==> config.mk <==
export PLATFORM = sky130hd
export DESIGN_NAME = pipe_hazard_ctrl_flat
export DESIGN_NICKNAME = d
export VERILOG_FILES = /design/src/rtl/pipe_hazard_ctrl_if.sv /design/src/rtl/pipe_hazard_ctrl.sv /design/src/flat_wrapper.sv
export SDC_FILE = /design/constraint.sdc
export NUM_CORES = 1
export LEC_CHECK = 0
export ABC_AREA = 1
export CAP_MARGIN = 20
export CORE_MARGIN = 3
export CORE_UTILIZATION = 45
export DETAILED_ROUTE_END_ITERATION = 6
export GPL_TIMING_DRIVEN = 1
export PLACE_DENSITY = 0.82
export SLEW_MARGIN = 20
export SYNTH_ARGS = -nofsm -noshare
export SYNTH_HDL_FRONTEND = slang
export SYNTH_SLANG_ARGS = --single-unit
==> constraint.sdc <==
create_clock -name clk -period 2.69 [get_ports clk]
set_input_delay 0.269 -clock clk [delete_from_list [all_inputs] [get_ports clk]]
set_output_delay 0.269 -clock clk [all_outputs]
set_load 0.02 [all_outputs]
==> src/rtl/pipe_hazard_ctrl_if.sv <==
// pipe_hazard_ctrl_if: decoder-side inputs and stage-control outputs
// of the pipeline hazard controller.
interface pipe_hazard_ctrl_if #(
    parameter int REG_ADDR_W = 5,
    parameter int CNT_W      = 32
);
    logic [REG_ADDR_W-1:0] id_rs;
    logic [REG_ADDR_W-1:0] id_rt;
    logic                  id_uses_rs;
    logic                  id_uses_rt;
    logic                  id_syscall;
    logic                  id_redirect;
    logic [REG_ADDR_W-1:0] ex_dest;
    logic                  ex_we;
    logic                  ex_is_load;
    logic                  ex_is_muldiv;
    logic [REG_ADDR_W-1:0] mem_dest;
    logic                  mem_we;
    logic                  mem_req;
    logic                  mem_hit;
    logic                  pc_we;
    logic                  if_id_we;
    logic                  id_ex_we;
    logic                  ex_mem_we;
    logic                  mem_wb_we;
    logic                  if_id_flush;
    logic                  id_ex_flush;
    logic                  ex_mem_flush;
    logic                  mem_wb_flush;
    logic                  halted;
    logic [CNT_W-1:0]      stall_cnt;

    modport master (
        output id_rs, id_rt, id_uses_rs, id_uses_rt,
        output id_syscall, id_redirect,
        output ex_dest, ex_we, ex_is_load, ex_is_muldiv,
        output mem_dest, mem_we, mem_req, mem_hit,
        input  pc_we, if_id_we, id_ex_we, ex_mem_we, mem_wb_we,
        input  if_id_flush, id_ex_flush, ex_mem_flush, mem_wb_flush,
        input  halted, stall_cnt
    );

    modport slave (
        input  id_rs, id_rt, id_uses_rs, id_uses_rt,
        input  id_syscall, id_redirect,
        input  ex_dest, ex_we, ex_is_load, ex_is_muldiv,
        input  mem_dest, mem_we, mem_req, mem_hit,
        output pc_we, if_id_we, id_ex_we, ex_mem_we, mem_wb_we,
        output if_id_flush, id_ex_flush, ex_mem_flush, mem_wb_flush,
        output halted, stall_cnt
    );
endinterface

==> src/rtl/pipe_hazard_ctrl.sv <==
// pipe_hazard_ctrl: stall/flush/halt control for the 5-stage MIPS pipeline.
// Define PIPE_HAZARD_FWD_EN when the datapath forwards from EX/MEM.
module pipe_hazard_ctrl #(
    parameter int REG_ADDR_W  = 5,
    parameter int MULDIV_LAT  = 8,
    parameter int DRAIN_DEPTH = 3,
    parameter int CNT_W       = 32
) (
    input logic               clk,
    input logic               rst_b,
    pipe_hazard_ctrl_if.slave bus
);
    localparam int MAX_D = (MULDIV_LAT > DRAIN_DEPTH) ?
                           MULDIV_LAT : DRAIN_DEPTH;
    localparam int CW = $clog2(MAX_D) + 1;
    localparam bit MD_EN = (MULDIV_LAT > 1);
    localparam logic [CW-1:0] MD_LOAD = MD_EN ?
                                        CW'(MULDIV_LAT - 2) : '0;
    localparam logic [CW-1:0] DR_LOAD = CW'(DRAIN_DEPTH - 1);
    localparam logic [REG_ADDR_W-1:0] R_ZERO = '0;

    typedef enum logic [1:0] {RUN, MD_BUSY, DRAIN, HALT} state_t;

    state_t           r_state;
    state_t           w_state_nxt;
    logic [CW-1:0]    r_cnt;
    logic [CW-1:0]    w_cnt_nxt;
    logic             r_halted;
    logic [CNT_W-1:0] r_stall_cnt;
    logic             w_freeze;
    logic             w_ex_match;
    logic             w_mem_match;
    logic             w_raw;
    logic             w_unused_sig;
    logic [4:0]       w_we;
    logic [3:0]       w_fl;

    assign w_freeze = bus.mem_req & ~bus.mem_hit;

    assign w_ex_match = bus.ex_we && (bus.ex_dest != R_ZERO) &&
        ((bus.id_uses_rs && (bus.ex_dest == bus.id_rs)) ||
         (bus.id_uses_rt && (bus.ex_dest == bus.id_rt)));

    assign w_mem_match = bus.mem_we && (bus.mem_dest != R_ZERO) &&
        ((bus.id_uses_rs && (bus.mem_dest == bus.id_rs)) ||
         (bus.id_uses_rt && (bus.mem_dest == bus.id_rt)));

`ifdef PIPE_HAZARD_FWD_EN
    assign w_raw        = w_ex_match & bus.ex_is_load;
    assign w_unused_sig = w_mem_match;
`else
    assign w_raw        = w_ex_match | w_mem_match;
    assign w_unused_sig = bus.ex_is_load;
`endif

    // w_we: pc, if_id, id_ex, ex_mem, mem_wb; w_fl: if_id .. mem_wb
    always_comb begin
        w_state_nxt = r_state;
        w_cnt_nxt   = r_cnt;
        w_we        = 5'b11111;
        w_fl        = 4'b0000;
        if (!rst_b) begin
            w_we = 5'b00000;
        end else if (r_state == HALT) begin
            w_we = 5'b00000;
        end else if (w_freeze) begin
            w_we = 5'b00001;
            w_fl = 4'b0001;
        end else if (r_state == MD_BUSY && r_cnt != '0) begin
            w_we      = 5'b00011;
            w_fl      = 4'b0010;
            w_cnt_nxt = r_cnt - 1'b1;
        end else if (r_state == DRAIN) begin
            w_we = 5'b00111;
            w_fl = 4'b0100;
            if (r_cnt == '0) begin
                w_state_nxt = HALT;
            end else begin
                w_cnt_nxt = r_cnt - 1'b1;
            end
        end else begin
            // RUN, or the MD_BUSY cycle in which the result leaves EX
            w_state_nxt = RUN;
            if (MD_EN && r_state == RUN && bus.ex_is_muldiv) begin
                w_we        = 5'b00011;
                w_fl        = 4'b0010;
                w_cnt_nxt   = MD_LOAD;
                w_state_nxt = MD_BUSY;
            end else if (w_raw) begin
                w_we = 5'b00111;
                w_fl = 4'b0100;
            end else begin
                if (bus.id_syscall) begin
                    w_we[4]     = 1'b0;
                    w_fl[3]     = 1'b1;
                    w_cnt_nxt   = DR_LOAD;
                    w_state_nxt = DRAIN;
                end
                if (bus.id_redirect) begin
                    w_fl[3] = 1'b1;
                end
            end
        end
        w_we[3:0] = w_we[3:0] & ~w_fl;
    end

    always_ff @(posedge clk or negedge rst_b) begin
        if (!rst_b) begin
            r_state     <= RUN;
            r_cnt       <= '0;
            r_halted    <= 1'b0;
            r_stall_cnt <= '0;
        end else begin
            r_state <= w_state_nxt;
            r_cnt   <= w_cnt_nxt;
            if (w_state_nxt == HALT) begin
                r_halted <= 1'b1;
            end
            if (!w_we[4] && r_state != HALT && r_stall_cnt != '1) begin
                r_stall_cnt <= r_stall_cnt + 1'b1;
            end
        end
    end

    assign bus.pc_we        = w_we[4];
    assign bus.if_id_we     = w_we[3];
    assign bus.id_ex_we     = w_we[2];
    assign bus.ex_mem_we    = w_we[1];
    assign bus.mem_wb_we    = w_we[0];
    assign bus.if_id_flush  = w_fl[3];
    assign bus.id_ex_flush  = w_fl[2];
    assign bus.ex_mem_flush = w_fl[1];
    assign bus.mem_wb_flush = w_fl[0];
    assign bus.halted       = r_halted;
    assign bus.stall_cnt    = r_stall_cnt;
endmodule

==> src/flat_wrapper.sv <==
// flat-port wrapper written by rule: the top's interface ports become plain ports
module pipe_hazard_ctrl_flat 
#(
    parameter int REG_ADDR_W  = 5,
    parameter int MULDIV_LAT  = 8,
    parameter int DRAIN_DEPTH = 3,
    parameter int CNT_W       = 32
)
  (clk, rst_b, bus_id_rs, bus_id_rt, bus_id_uses_rs, bus_id_uses_rt, bus_id_syscall, bus_id_redirect, bus_ex_dest, bus_ex_we, bus_ex_is_load, bus_ex_is_muldiv, bus_mem_dest, bus_mem_we, bus_mem_req, bus_mem_hit, bus_pc_we, bus_if_id_we, bus_id_ex_we, bus_ex_mem_we, bus_mem_wb_we, bus_if_id_flush, bus_id_ex_flush, bus_ex_mem_flush, bus_mem_wb_flush, bus_halted, bus_stall_cnt);
  pipe_hazard_ctrl_if #(.REG_ADDR_W(REG_ADDR_W), .CNT_W(CNT_W)) bus_i ();
  input logic clk;
  input logic rst_b;
  input wire logic [$bits(bus_i.id_rs)-1:0] bus_id_rs;
  input wire logic [$bits(bus_i.id_rt)-1:0] bus_id_rt;
  input wire logic [$bits(bus_i.id_uses_rs)-1:0] bus_id_uses_rs;
  input wire logic [$bits(bus_i.id_uses_rt)-1:0] bus_id_uses_rt;
  input wire logic [$bits(bus_i.id_syscall)-1:0] bus_id_syscall;
  input wire logic [$bits(bus_i.id_redirect)-1:0] bus_id_redirect;
  input wire logic [$bits(bus_i.ex_dest)-1:0] bus_ex_dest;
  input wire logic [$bits(bus_i.ex_we)-1:0] bus_ex_we;
  input wire logic [$bits(bus_i.ex_is_load)-1:0] bus_ex_is_load;
  input wire logic [$bits(bus_i.ex_is_muldiv)-1:0] bus_ex_is_muldiv;
  input wire logic [$bits(bus_i.mem_dest)-1:0] bus_mem_dest;
  input wire logic [$bits(bus_i.mem_we)-1:0] bus_mem_we;
  input wire logic [$bits(bus_i.mem_req)-1:0] bus_mem_req;
  input wire logic [$bits(bus_i.mem_hit)-1:0] bus_mem_hit;
  output wire logic [$bits(bus_i.pc_we)-1:0] bus_pc_we;
  output wire logic [$bits(bus_i.if_id_we)-1:0] bus_if_id_we;
  output wire logic [$bits(bus_i.id_ex_we)-1:0] bus_id_ex_we;
  output wire logic [$bits(bus_i.ex_mem_we)-1:0] bus_ex_mem_we;
  output wire logic [$bits(bus_i.mem_wb_we)-1:0] bus_mem_wb_we;
  output wire logic [$bits(bus_i.if_id_flush)-1:0] bus_if_id_flush;
  output wire logic [$bits(bus_i.id_ex_flush)-1:0] bus_id_ex_flush;
  output wire logic [$bits(bus_i.ex_mem_flush)-1:0] bus_ex_mem_flush;
  output wire logic [$bits(bus_i.mem_wb_flush)-1:0] bus_mem_wb_flush;
  output wire logic [$bits(bus_i.halted)-1:0] bus_halted;
  output wire logic [$bits(bus_i.stall_cnt)-1:0] bus_stall_cnt;
  assign bus_i.id_rs = bus_id_rs;
  assign bus_i.id_rt = bus_id_rt;
  assign bus_i.id_uses_rs = bus_id_uses_rs;
  assign bus_i.id_uses_rt = bus_id_uses_rt;
  assign bus_i.id_syscall = bus_id_syscall;
  assign bus_i.id_redirect = bus_id_redirect;
  assign bus_i.ex_dest = bus_ex_dest;
  assign bus_i.ex_we = bus_ex_we;
  assign bus_i.ex_is_load = bus_ex_is_load;
  assign bus_i.ex_is_muldiv = bus_ex_is_muldiv;
  assign bus_i.mem_dest = bus_mem_dest;
  assign bus_i.mem_we = bus_mem_we;
  assign bus_i.mem_req = bus_mem_req;
  assign bus_i.mem_hit = bus_mem_hit;
  assign bus_pc_we = bus_i.pc_we;
  assign bus_if_id_we = bus_i.if_id_we;
  assign bus_id_ex_we = bus_i.id_ex_we;
  assign bus_ex_mem_we = bus_i.ex_mem_we;
  assign bus_mem_wb_we = bus_i.mem_wb_we;
  assign bus_if_id_flush = bus_i.if_id_flush;
  assign bus_id_ex_flush = bus_i.id_ex_flush;
  assign bus_ex_mem_flush = bus_i.ex_mem_flush;
  assign bus_mem_wb_flush = bus_i.mem_wb_flush;
  assign bus_halted = bus_i.halted;
  assign bus_stall_cnt = bus_i.stall_cnt;
  pipe_hazard_ctrl #(.REG_ADDR_W(REG_ADDR_W), .MULDIV_LAT(MULDIV_LAT), .DRAIN_DEPTH(DRAIN_DEPTH), .CNT_W(CNT_W)) u_core (.clk(clk), .rst_b(rst_b), .bus(bus_i));
endmodule
==> run summary <==
Global route
• **wire length of the first global-routing pass** 14,300 µm
• **antenna violations before repair** 0
• **pin count of the biggest net entering global routing** 42
• **Total Routing Usage GR** 22.6%
• **residual overflow from global routing** 0
• **via count of the first global-routing pass** 3,112

Yosys
• **share of flip-flops with an asynchronous set or reset** 100%
• **total standard cell area after synthesis** 3040 µm²
• **multiplexer fraction of the synthesized cell area** 0%
• **synthesized net count** 510
• **Seq cells post-synth** 39
• **proportion of netlist area held by the largest area contributor** 32.1%
• **adder-cell share of the synthesized area** 0.824%
• **post-synthesis share of cell area spent on xor and xnor gates** 8.94%
• **leading area contributor after synthesis** sky130_fd_sc_hd__dfrtp_1
• **biggest area contributors in the synthesized netlist** sky130_fd_sc_hd__dfrtp_1 32%, sky130_fd_sc_hd__nand2_1 23%, sky130_fd_sc_hd__nand4_1 7.8%, sky130_fd_sc_hd__nor2_1 7.4%, sky130_fd_sc_hd__xor2_1 6.1%
• **area fraction in compound gates after synthesis** 2.47%
• **post-synthesis sequential area ratio** 32.1%
• **Main synth FF type** sky130_fd_sc_hd__dfrtp_1
• **Post-synth EDFFs** 0
• **Yosys warnings** 0
• **number of distinct library cells after synthesis** 25
• **combinational family with the most area after synthesis** simple AND/OR/NAND/NOR gates
• **simple-gate share of the synthesized area** 47.3%
• **number of instances in the synthesized netlist** 476
• **Avg Inst Size Synth** 6.38 µm²

Timing
• **final setup vio count** 0
• **largest clock skew in the final design** 0.00837 ns
• **transition time at the pin with the least slew margin** 0.701 ns
• **final critical path time including I/O delays and setup** 2.53 ns
• **peak clock frequency supported by timing** 0.396 GHz
• **final cycle utilization of the critical path** 93.9%
• **setup repair after global routing missed its margin** false
• **Final Hold Violating Endpoints** 0
• **post-route setup slack** 0.165 ns
• **total negative setup slack** 0 ns
• **final max-slew violation count** 0
• **Rel. slew slack** 52.8%

Power
• **static leakage** 2.01 nW
• **Final Power** 2.20 mW
• **maximum VDD drop** 0.000388 V
• **P per Cell Area** 563 nW/µm²

Finish
• **n_diodes** 0
• **filler cell count in the final layout** 602
• **ratio of cells with drive above 1 in the final layout** 4.19%
• **Syn-to-layout area delta** 28.5%
• **design area** 3910 µm²
• **number of standard cells in the layout, taps in and fillers out** 626
• **Post-layout nets** 582

Place
• **Worst Setup Slack post-DPL** 0.00447 ns
• **Placement Cell Area** 3810 µm²
• **RePlAce Congestion** 0.946
• **detailed-placement wirelength estimate** 6410 µm
• **total placed cells including tap cells** 618
• **number of I/O port buffers** 72

Clock network
• **number of buffers created by CTS** 5
• **setup bufs post-CTS** 0
• **cell at the root of the clock tree** sky130_fd_sc_hd__clkbuf_8
• **number of buffers on the longest clock path** 2
• **clock transition at the registers of the reported paths** 0.07 ns
• **TritonCTS clock tree** yes
• **sinks on the clock net** 39
• **clock latency on the worst-skew pair** 0.29 ns
• **number of levels in the clock H-tree** 2

Critical path
• **delay of the slowest cell on the worst path** 0.63 ns
• **biggest fanout along the worst timing path** 4
• **Worst setup EP type** primary output
• **type of origin of the critical path** flop
• **Buffers & Inverters on Critical Path** 2
• **reg-to-reg endpoint** u_core.bus.stall_cnt[7]
• **RR Startpoint** u_core.r_cnt[0]
• **Crit path max-delay family** buffers and inverters
• **setup slack on the worst flop-to-flop path** 0.39 ns
• **worst setup path class** flop to primary output
• **worst endpoint data arrival time** 2.26 ns
• **slowest cell on the critical path** sky130_fd_sc_hd__clkdlybuf4s50_1
• **required time worst endpoint** 2.42 ns
• **cell type with the highest occurrence count on the critical path** sky130_fd_sc_hd__nor2_1
• **R2R cell count** 14
• **cell-by-cell trace of the critical path** inv_1, ha_1, nand2_1, nor2_1, nor3_2, nor2_1, nor2_1, nor2_2, clkdlybuf4s50_1

Detailed routing
• **wire length per cell after detailed routing** 13.5 µm
• **met3 WL post-DR** 465 µm
• **average vias per placed instance** 5.31
• **routed via count** 3,323
• **violation count after the first detailed-routing iteration** 302
• **wire length on met1** 3940 µm
• **highest metal used** met4
• **Routed met2 length** 3960 µm
• **DRC errors left** 0
• **first drt pass iteration count** 5
• **routed wire length** 8450 µm
• **Routed Antenna Nets** 0

Die
• **row cnt** 29
• **horizontal die dimension** 88.2 µm
• **starting density of the core** 47.0%
• **number of I/O pins** 74
• **die outline area** 7770 µm²
• **Die Y** 88.2 µm
• **core footprint** 6460 µm²

Min path
• **Tightest Hold Check Type** input port to async pin

Run status
• **status** finished, final reports clean

Flow run
• **max-cap violations** 0

==> through the flow <==
stage / hold slack [ns] / utilization [%]
global route: 0.126 / 60.5
finish: 0.0628 / 60.5
CTS: 0.0879 / 60.3
floorplan: -0.0266 / -
global placement: 0.394 / 59.1
detailed placement: 0.401 / 59.1
==> cell families (layout without fill, tap and decap cells) <==
| family | Yosys count | count (layout) |
|---|---|---|
| XOR/XNOR | 31 | 31 |
| adder cells (fa/ha/maj) | 2 | 2 |
| buffers and inverters | 60 | 133 |
| AO/OA/AOI/OAI | 14 | 14 |
| AND/OR/NAND/NOR | 330 | 330 |
| flip-flops | 39 | 39 |
==> cells in the final DEF, fill, tap and decap left out, types with 2 or more instances in the layout <==
cell type                         count
sky130_fd_sc_hd__a21oi_1              4
sky130_fd_sc_hd__buf_4                5
sky130_fd_sc_hd__clkbuf_1             2
sky130_fd_sc_hd__clkbuf_8             5
sky130_fd_sc_hd__clkdlybuf4s50_1     66
sky130_fd_sc_hd__dfrtp_1             39
sky130_fd_sc_hd__dlymetal6s2s_1       3
sky130_fd_sc_hd__ha_1                 2
sky130_fd_sc_hd__inv_1               48
sky130_fd_sc_hd__nand2_1            190
sky130_fd_sc_hd__nand2_2              3
sky130_fd_sc_hd__nand3_1             14
sky130_fd_sc_hd__nand3_2              2
sky130_fd_sc_hd__nand3b_1             3
sky130_fd_sc_hd__nand4_1             38
sky130_fd_sc_hd__nor2_1              59
sky130_fd_sc_hd__nor3_1              13
sky130_fd_sc_hd__nor3b_1              2
sky130_fd_sc_hd__o21ai_0              8
sky130_fd_sc_hd__xnor2_1             10
sky130_fd_sc_hd__xor2_1              21
==> registers in the layout (all words and copies together) (netlist names) <==
signal,count
u_core.bus.halted,1
u_core.r_state,2
u_core.bus.stall_cnt,32
u_core.r_cnt,4
==> final cells by class <==
| cell class | count | area [µm²] | share of cell area (%) |
|---|---|---|---|
| Clock inverter | 1 | 5.00 | 0.128 |
| Tap cell | 77 | 96.3 | 2.47 |
| Timing Repair Buffer | 77 | 754 | 19.3 |
| Multi-Input combinational cell | 377 | 1820 | 46.5 |
| Sequential cell | 39 | 976 | 25.0 |
| Inverter | 48 | 180 | 4.61 |
| Clock buffer | 7 | 76.3 | 1.95 |
==> synth_stat cells, types with 3 or more instances <==
library cell	n
sky130_fd_sc_hd__inv_1	48
sky130_fd_sc_hd__nand3_1	14
sky130_fd_sc_hd__a21oi_1	4
sky130_fd_sc_hd__o21ai_0	8
sky130_fd_sc_hd__xnor2_1	10
sky130_fd_sc_hd__buf_6	3
sky130_fd_sc_hd__nand2_1	190
sky130_fd_sc_hd__xor2_1	21
sky130_fd_sc_hd__nand4_1	38
sky130_fd_sc_hd__clkbuf_1	5
sky130_fd_sc_hd__nor3_1	14
sky130_fd_sc_hd__nand3b_1	3
sky130_fd_sc_hd__dfrtp_1	39
sky130_fd_sc_hd__buf_2	4
sky130_fd_sc_hd__nor2_1	60
sky130_fd_sc_hd__nand2_2	3
==> metal layers <==
| metal | vias to the layer above | GRT usage [%] |
|---|---|---|
| li1 | 1662 | - |
| met1 | 1541 | 31.5 |
| met2 | 111 | 37.2 |
| met3 | 9 | 3.29 |
| met4 | 0 | 5.22 |
| met5 | - | 0 |
==> how the worst max path moves through the flow <==
stage	startpoint	to	slack [ns]	cells after the start
after global routing	u_core.r_cnt[0]	bus_ex_mem_we	0.05	9
after global placement	bus_mem_dest[1]	bus_id_ex_flush	0.07	14
after detailed placement	bus_id_rs[0]	bus_id_ex_flush	0.004	14
final	u_core.r_cnt[0]	bus_ex_mem_we	0.16	9
after CTS	bus_id_rs[0]	bus_id_ex_flush	0.0006	14
after floorplan	u_core.r_cnt[0]	bus_if_id_flush	0.23	11
==> report_power, final <==
part	internal [mW]	switching, mW
clock	0.182	0.199
sequential	0.676	0.113
combinational	0.390	0.638
==> worst reg2reg max path: cells and delay by family, from the launching register on <==
family | cells | cell delay [ns]
fa+ha+maj | 1 | 0.19
buf+inv | 3 | 0.67
flops | 1 | 0.38
simple gates | 10 | 1.01
==> what timing repair did <==
action	CTS	global route
gates resized for setup	2	7
hold buffers	0	0
hold endpoints to repair	0	0
endpoints found under the setup margin	2	5
pin swaps	0	0
No activity file was read; power rests on OpenSTA's default activity.
